### config.mk
export PLATFORM = sky130hd
export DESIGN_NAME = uart_rx
export DESIGN_NICKNAME = d
export VERILOG_FILES = /design/src/rtl/uart_pkg.sv /design/src/rtl/uart_rx_sampler.sv /design/src/rtl/uart_rx.sv
export SDC_FILE = /design/constraint.sdc
export NUM_CORES = 1
export LEC_CHECK = 0
export CAP_MARGIN = 0
export CORE_MARGIN = 2
export CORE_UTILIZATION = 35
export DETAILED_ROUTE_END_ITERATION = 16
export PLACE_DENSITY_LB_ADDON = 0.05
export SLEW_MARGIN = 20
export SYNTH_ARGS = -nofsm -noshare
export SYNTH_HDL_FRONTEND = slang
export SYNTH_HIERARCHICAL = 1
export SYNTH_SLANG_ARGS = --single-unit
### constraint.sdc
create_clock -name clk -period 3 [get_ports clk]
set_input_delay 0.45 -clock clk [delete_from_list [all_inputs] [get_ports clk]]
set_output_delay 0.45 -clock clk [all_outputs]
set_load 0.05 [all_outputs]
### src/rtl/uart_pkg.sv
// Shared UART definitions for the RX and TX paths.
package uart_pkg;

  localparam int UART_DATA_WIDTH = 8;

  localparam logic PAR_EVEN = 1'b0;
  localparam logic PAR_ODD  = 1'b1;

  typedef enum logic [2:0] {
    IDLE,
    START,
    DATA,
    PARITY,
    STOP
  } rx_state_e;

endpackage

### src/rtl/uart_rx_sampler.sv
// RX line synchronizer, per-bit edge counter and mid-bit sampler.
// UART_RX_MAJORITY_EN selects a 3-sample majority vote per bit.
module uart_rx_sampler #(
  parameter int PRESCALE = 8
) (
  input  logic clk,
  input  logic rst,
  input  logic rx_in,
  input  logic active,
  output logic rxs,
  output logic tick,
  output logic wrap,
  output logic bit_val
);

  localparam int CW = $clog2(PRESCALE);

  logic [1:0]    sync_q;
  logic [CW-1:0] cnt_q, cnt_d;

  assign rxs  = sync_q[1];
  assign wrap = (cnt_q == CW'(PRESCALE - 1));

  // The IDLE cycle that sees the start edge counts as edge 0.
  always_comb begin
    cnt_d = cnt_q;
    if (active) begin
      cnt_d = wrap ? '0 : cnt_q + 1'b1;
    end else begin
      cnt_d = rxs ? '0 : CW'(1);
    end
  end

`ifdef UART_RX_MAJORITY_EN
  logic [1:0] maj_q, maj_d;

  always_comb begin
    maj_d = maj_q;
    if (cnt_q == CW'(PRESCALE / 2 - 2)) maj_d[0] = rxs;
    if (cnt_q == CW'(PRESCALE / 2 - 1)) maj_d[1] = rxs;
  end

  assign tick    = (cnt_q == CW'(PRESCALE / 2));
  assign bit_val = (maj_q[0] & maj_q[1]) |
                   (maj_q[0] & rxs) |
                   (maj_q[1] & rxs);

  always_ff @(posedge clk or negedge rst) begin
    if (!rst) maj_q <= 2'b11;
    else      maj_q <= maj_d;
  end
`else
  assign tick    = (cnt_q == CW'(PRESCALE / 2 - 1));
  assign bit_val = rxs;
`endif

  always_ff @(posedge clk or negedge rst) begin
    if (!rst) begin
      sync_q <= 2'b11;
      cnt_q  <= '0;
    end else begin
      sync_q <= {sync_q[0], rx_in};
      cnt_q  <= cnt_d;
    end
  end

endmodule

### src/rtl/uart_rx.sv
// UART receiver: start, 8N/8P data, stop; one-cycle result strobes.
// Build option UART_RX_MAJORITY_EN lives in uart_rx_sampler.
module uart_rx
  import uart_pkg::*;
#(
  parameter int PRESCALE   = 8,
  parameter int DATA_WIDTH = UART_DATA_WIDTH
) (
  input  logic                  clk,
  input  logic                  rst,
  input  logic                  rx_in,
  input  logic                  par_en,
  input  logic                  par_typ,
  output logic [DATA_WIDTH-1:0] p_data,
  output logic                  data_valid,
  output logic                  par_err,
  output logic                  stp_err,
  output logic                  busy
);

  localparam int BW = (DATA_WIDTH > 1) ? $clog2(DATA_WIDTH) : 1;

  rx_state_e             state_q, state_d;
  logic [BW-1:0]         bit_cnt_q, bit_cnt_d;
  logic [DATA_WIDTH-1:0] shift_q, shift_d;
  logic [DATA_WIDTH-1:0] p_data_q, p_data_d;
  logic                  pen_q, pen_d;
  logic                  ptyp_q, ptyp_d;
  logic                  perr_q, perr_d;
  logic                  dv_q, dv_d;
  logic                  pe_q, pe_d;
  logic                  se_q, se_d;

  logic rxs, tick, wrap, bit_val;

  uart_rx_sampler #(
    .PRESCALE(PRESCALE)
  ) u_sampler (
    .clk    (clk),
    .rst    (rst),
    .rx_in  (rx_in),
    .active (state_q != IDLE),
    .rxs    (rxs),
    .tick   (tick),
    .wrap   (wrap),
    .bit_val(bit_val)
  );

  always_comb begin
    state_d   = state_q;
    bit_cnt_d = bit_cnt_q;
    shift_d   = shift_q;
    p_data_d  = p_data_q;
    pen_d     = pen_q;
    ptyp_d    = ptyp_q;
    perr_d    = perr_q;
    dv_d      = 1'b0;
    pe_d      = 1'b0;
    se_d      = 1'b0;
    unique case (state_q)
      IDLE: begin
        if (!rxs) begin
          state_d   = START;
          pen_d     = par_en;
          ptyp_d    = par_typ;
          perr_d    = 1'b0;
          bit_cnt_d = '0;
        end
      end
      START: begin
        if (tick && bit_val) state_d = IDLE;
        else if (wrap)       state_d = DATA;
      end
      DATA: begin
        if (tick) shift_d = {bit_val, shift_q[DATA_WIDTH-1:1]};
        if (wrap) begin
          if (bit_cnt_q == BW'(DATA_WIDTH - 1)) begin
            bit_cnt_d = '0;
            state_d   = pen_q ? PARITY : STOP;
          end else begin
            bit_cnt_d = bit_cnt_q + 1'b1;
          end
        end
      end
      PARITY: begin
        if (tick && (bit_val != (^shift_q ^ (ptyp_q == PAR_ODD))))
          perr_d = 1'b1;
        if (wrap) state_d = STOP;
      end
      STOP: begin
        // Leave mid-stop so a slightly early next start is caught.
        if (tick) begin
          state_d = IDLE;
          dv_d    = bit_val & ~perr_q;
          pe_d    = perr_q;
          se_d    = ~bit_val;
          if (bit_val && !perr_q) p_data_d = shift_q;
        end
      end
      default: state_d = IDLE;
    endcase
  end

  always_ff @(posedge clk or negedge rst) begin
    if (!rst) begin
      state_q   <= IDLE;
      bit_cnt_q <= '0;
      shift_q   <= '0;
      p_data_q  <= '0;
      pen_q     <= 1'b0;
      ptyp_q    <= 1'b0;
      perr_q    <= 1'b0;
      dv_q      <= 1'b0;
      pe_q      <= 1'b0;
      se_q      <= 1'b0;
    end else begin
      state_q   <= state_d;
      bit_cnt_q <= bit_cnt_d;
      shift_q   <= shift_d;
      p_data_q  <= p_data_d;
      pen_q     <= pen_d;
      ptyp_q    <= ptyp_d;
      perr_q    <= perr_d;
      dv_q      <= dv_d;
      pe_q      <= pe_d;
      se_q      <= se_d;
    end
  end

  assign p_data     = p_data_q;
  assign data_valid = dv_q;
  assign par_err    = pe_q;
  assign stp_err    = se_q;
  assign busy       = (state_q != IDLE);

endmodule
## After elaboration in Yosys (flattened, before gate mapping)

Cells that the tools add are included.
Widths: inputs -> output; s select.

| operators by class | value |
|---|---|
| add/subtract/negate cells | 2 |
| equal/unequal tests | 15 |
| multiplexer cells | 25 |
| bitwise logic cells | 4 |
| reductions and logical operators | 15 |

Operators with widths:

| cell | count |
|---|---|
| $mux 3 | 13 |
| $pmux 3 s5 | 1 |
| $eq 3x2->1 const B | 3 |
| $eq 3x3->1 const B | 3 |
| $mux 1 | 9 |
| $reduce_and 3->1 | 3 |
| $ne 2x2->1 const B | 4 |
| $reduce_xor 8->1 | 1 |
| $add 3x1->3 const B | 2 |
| $pmux 3 s2 | 1 |
| $reduce_and 6->1 | 1 |
| $ne 2x1->1 const B | 2 |
| $reduce_and 2->1 | 2 |
| $reduce_bool 2->1 | 2 |
| $eq 3x1->1 const B | 1 |
| $logic_and 1x1->1 | 3 |
| $logic_not 3->1 | 1 |
| $ne 3x2->1 const B | 1 |
| $reduce_bool 3->1 | 1 |
| $not 1->1 | 2 |
| $pmux 1 s2 | 1 |
| $and 1x1->1 | 1 |
| $logic_not 1->1 | 1 |
| $ne 1x1->1 | 1 |
| $xor 1x1->1 | 1 |

| storage, ports and cells | value |
|---|---|
| flip-flop bits (word level) | 33 |
| input port bits | 5 |
| output and inout port bits | 12 |
| word-level logic and storage cells | 73 |

## Depth between registers and ports, before layout

| logic depth | value |
|---|---|
| depth after elaboration | 6 |
| gate-level depth with buffers | 7 |
| gate-level depth less buffers | 6 |

## Modules after synthesis

The synthesis kept the hierarchy.

By module, submodules not included:

| module | instances | cells each | area an instance (um2) | seq. area each (um2) |
|---|---|---|---|---|
| uart_rx | 1 | 106 | 1315.0 | 700.7 |
| uart_rx_sampler | 1 | 14 | 202.7 | 127.6 |

## Worst setup path before layout

No wires, ideal clock.

| path | value |
|---|---|
| path kind | flip-flop to flip-flop |
| from | reg state_q[0] |
| to | reg pen_q |
| library setup time | 0.125 ns |
| data arrival time | 1.683 ns |
| required time | 2.875 ns |
| slack | 1.192 ns |
| stages on the path, launching flop included | 5 |
| path buffers | 1 |
| period minus slack after synthesis | 1.808 ns |
| cell sequence | dfrtp_1 > buf_4 > or3_1 > nor2_1 > mux2_2 |

| between the ends | value |
|---|---|
| word-level cells in the longest chain between the ends | 2 |

Ends and longest elaborated chain:

| what | RTL line | source |
|---|---|---|
| from (decl) | uart_rx.sv:23 | `rx_state_e state_q, state_d;` |
| from (signal assigned) | uart_rx.sv:117 | `state_q <= state_d;` |
| $logic_not 3->1 | uart_rx.sv:60 | `unique case (state_q)` |
| $reduce_and 2->1 (no source line) | -- |  |
| to (signal assigned) | uart_rx.sv:121 | `pen_q <= pen_d;` |
| to (decl) | uart_rx.sv:27 | `logic pen_q, pen_d;` |

Every way passes these cells.
A chain may end at the register's enable or synchronous reset.

## Final worst setup path

| path | value |
|---|---|
| from | reg state_q[1] |
| to | out busy |

| between the ends | value |
|---|---|
| word-level cells in the longest chain between the ends | 1 |

Ends and longest elaborated chain:

| what | RTL line | source |
|---|---|---|
| $reduce_bool 3->1 | uart_rx.sv:134 | `assign busy = (state_q != IDLE);` |
| to (decl) | uart_rx.sv:18 | `output logic busy` |

Every way passes these cells.

==> results.toml <==
[detailed_routing]
drtIter0Drc = 22
wl_met2_um = 1110
route.antenna.remaining_nets = 0
wl_met1_um = 1230
vias = 906
drcViolationCount = 0
top_layer_used = "met4"
totalWireLength_um = 2490
dr_wl_met3_um = 105
wl_per_cell_um = 13.2
dr.pass1.iters = 3
routed_via_density = 4.79

[critical_path]
worst-setup-path-type = "flip-flop to primary output"
cp-end-kind = "primary output"
worstPathRequired_ps = 2550
critPathArrivalTime_ps = 2020
startpoint_type = "flip-flop"
crit_fanout = 16

[cts]
clockRootBuffer = "clkbuf_8"
tritoncts = "built"
cts_setup_buffers = 0
clkTransAtPathRegs_ps = 60
clock_latency_ps = 280
numCtsBuffers = 5
clock_sinks = 33
cts_hold_buf = 0
clockBufferDepth = 2
cts_resized = 0
htreeDepth = 2

[timing]
rsz0062_at_grt = "false"
hold_viol = 0
slew-limit-headroom_pct = 66.6
fin_tns_setup_ps = 0
setup_violations = 0
max_freq_mhz = 405
tightest_slew_ps = 500
min_period_over_period_pct = 82.4
layout_min_cycle_time_ps = 2470
final_max_slew_viol_count = 0
clock_skew_ps = 2.01

[grt]
overflow = 0
grt_pass1_vias = 916
track_usage_pct = 11.6
grt_start_max_net_pins = 34
grt_pass1_wl_um = 4390
grt_antenna_before_repair = 0

[final_layout]
postLayoutCellArea_um2 = 1820
antenna_cells = 0
drive_above_1_share_pct = 23.7
final_nets = 148
area_growth_pct = 19.6

[synth]
ys_seq_area_share_pct = 54.6
synth_top_cell_by_area = "dfrtp_1"
ys_seq_elements = 33
syn_nets = 130
synth_cells = 120
synthArstFlopShare_pct = 100
yosys-top-cells-area = "dfrtp_1 51%, mux2_2 14%, ha_1 4.1%"
synth_area_um2 = 1520
yosysWarnings = 6
synth-edff-count = 0
synth_cell_type_count = 34
synth_area_per_cell_um2 = 12.6
synth_top_area_share_pct = 51.1
synth_ff_type = "dfrtp_1"

[floorplan]
io_pins = 17
die_y_um = 69.9
die-area_um2 = 4880
rows = 23
core_area_um2 = 4090
start_util_pct = 37.1
die-width_um = 69.9

[placed_design]
placed_area_um2 = 1710
port_buffers = 16
hpwl_um = 1760
gp_congestion = 0.813

[pwr]
peakVddDrop_uv = 411
power-per-cell-area_nw_per_um2 = 833
cellLeakagePower_uw = 0.000832

[run]
drv_cap = 0

[min_path]
hp-class = "flip-flop to flip-flop"

[status]
outcome = "finished clean"
==> layout by cell type, fill, tap and decap left out, types with 3 or more instances in the layout <==
master,n
nand3b_1,3
mux2_2,19
ha_1,5
o21ai_0,6
nand2_1,5
nor2b_1,3
clkdlybuf4s50_1,16
dfrtp_1,31
nor2_1,8
xnor2_1,6
inv_1,4
clkbuf_8,7
==> through the flow <==
step                setup WS (ps)  total power [µW]  hold slack, ps  utilization [%]  cells
floorplan                    1190              1060             154                -    120
global placement              851              1160             346             41.9    181
detailed placement            824              1170             348             41.9    181
CTS                           518              1540             357             44.4    189
global route                  444              1620             361             44.4    189
finish                        529              1510             357             44.4    189
==> cell usage after synthesis, drive strengths merged (2+ instances only) <==
cell type	n
o211ai	2
mux2	19
buf	5
nor2b	4
nor3	2
a21oi	2
nand3b	3
inv	4
ha	5
o21ai	6
dfrtp	31
xnor2	6
dfstp	2
nand2	5
nor2	8
==> worst paths after layout <==
path | from | end | slack [ps] | cells after the start
min in group asynchronous | rst | bit_cnt_q[0] | 570 | 2
hold / removal | u_sampler/sync_q[0] | u_sampler/sync_q[1] | 360 | 0
setup / recovery | state_q[1] | busy | 530 | 2
setup reg to reg | u_sampler/cnt_q[0] | bit_cnt_q[0] | 1150 | 6
max in group asynchronous | rst | u_sampler/sync_q[0] | 2110 | 2
hold reg to reg | u_sampler/sync_q[0] | u_sampler/sync_q[1] | 360 | 0
==> area by class of cell <==
type | count | area [µm²]
fillers | 382 | 2270
clock inverters | 1 | 5.00
clock buffers | 7 | 96.3
well taps | 50 | 62.6
inverters | 4 | 15.0
flip-flops and latches | 33 | 828
multi-input cells | 77 | 641
repair buffers | 17 | 168
==> flip-flops by register name, summed over array words and instances, names as in the netlist, 2 cells and up <==
| signal | cells |
|---|---|
| u_sampler/sync_q | 2 |
| shift_q | 8 |
| u_sampler/cnt_q | 3 |
| state_q | 3 |
| p_data | 8 |
| bit_cnt_q | 3 |
==> metal layers <==
layer,track usage (%),up-vias
met5,0,-
met4,5.98,0
met3,3.90,5
met1,15.5,438
li1,-,447
met2,16.7,16
==> report_power, final <==
part,switching (µW),internal (µW)
registers,106,535
clock network,151,207
logic,246,268
==> kinds of logic after synthesis <==
logic type	share of synthesized area, %
compound gates	5.69
xor+xnor	5.52
fa+ha+maj	4.12
buf+inv	3.21
flops	54.6
mux	14.1
simple gates	12.8
==> worst max-delay path, stage by stage, from the launching register on <==
cell,delay [ps]
dfrtp_1,530
or3_1,480
clkdlybuf4s50_1,730
Note: power is estimated with default switching activity, not from simulation.
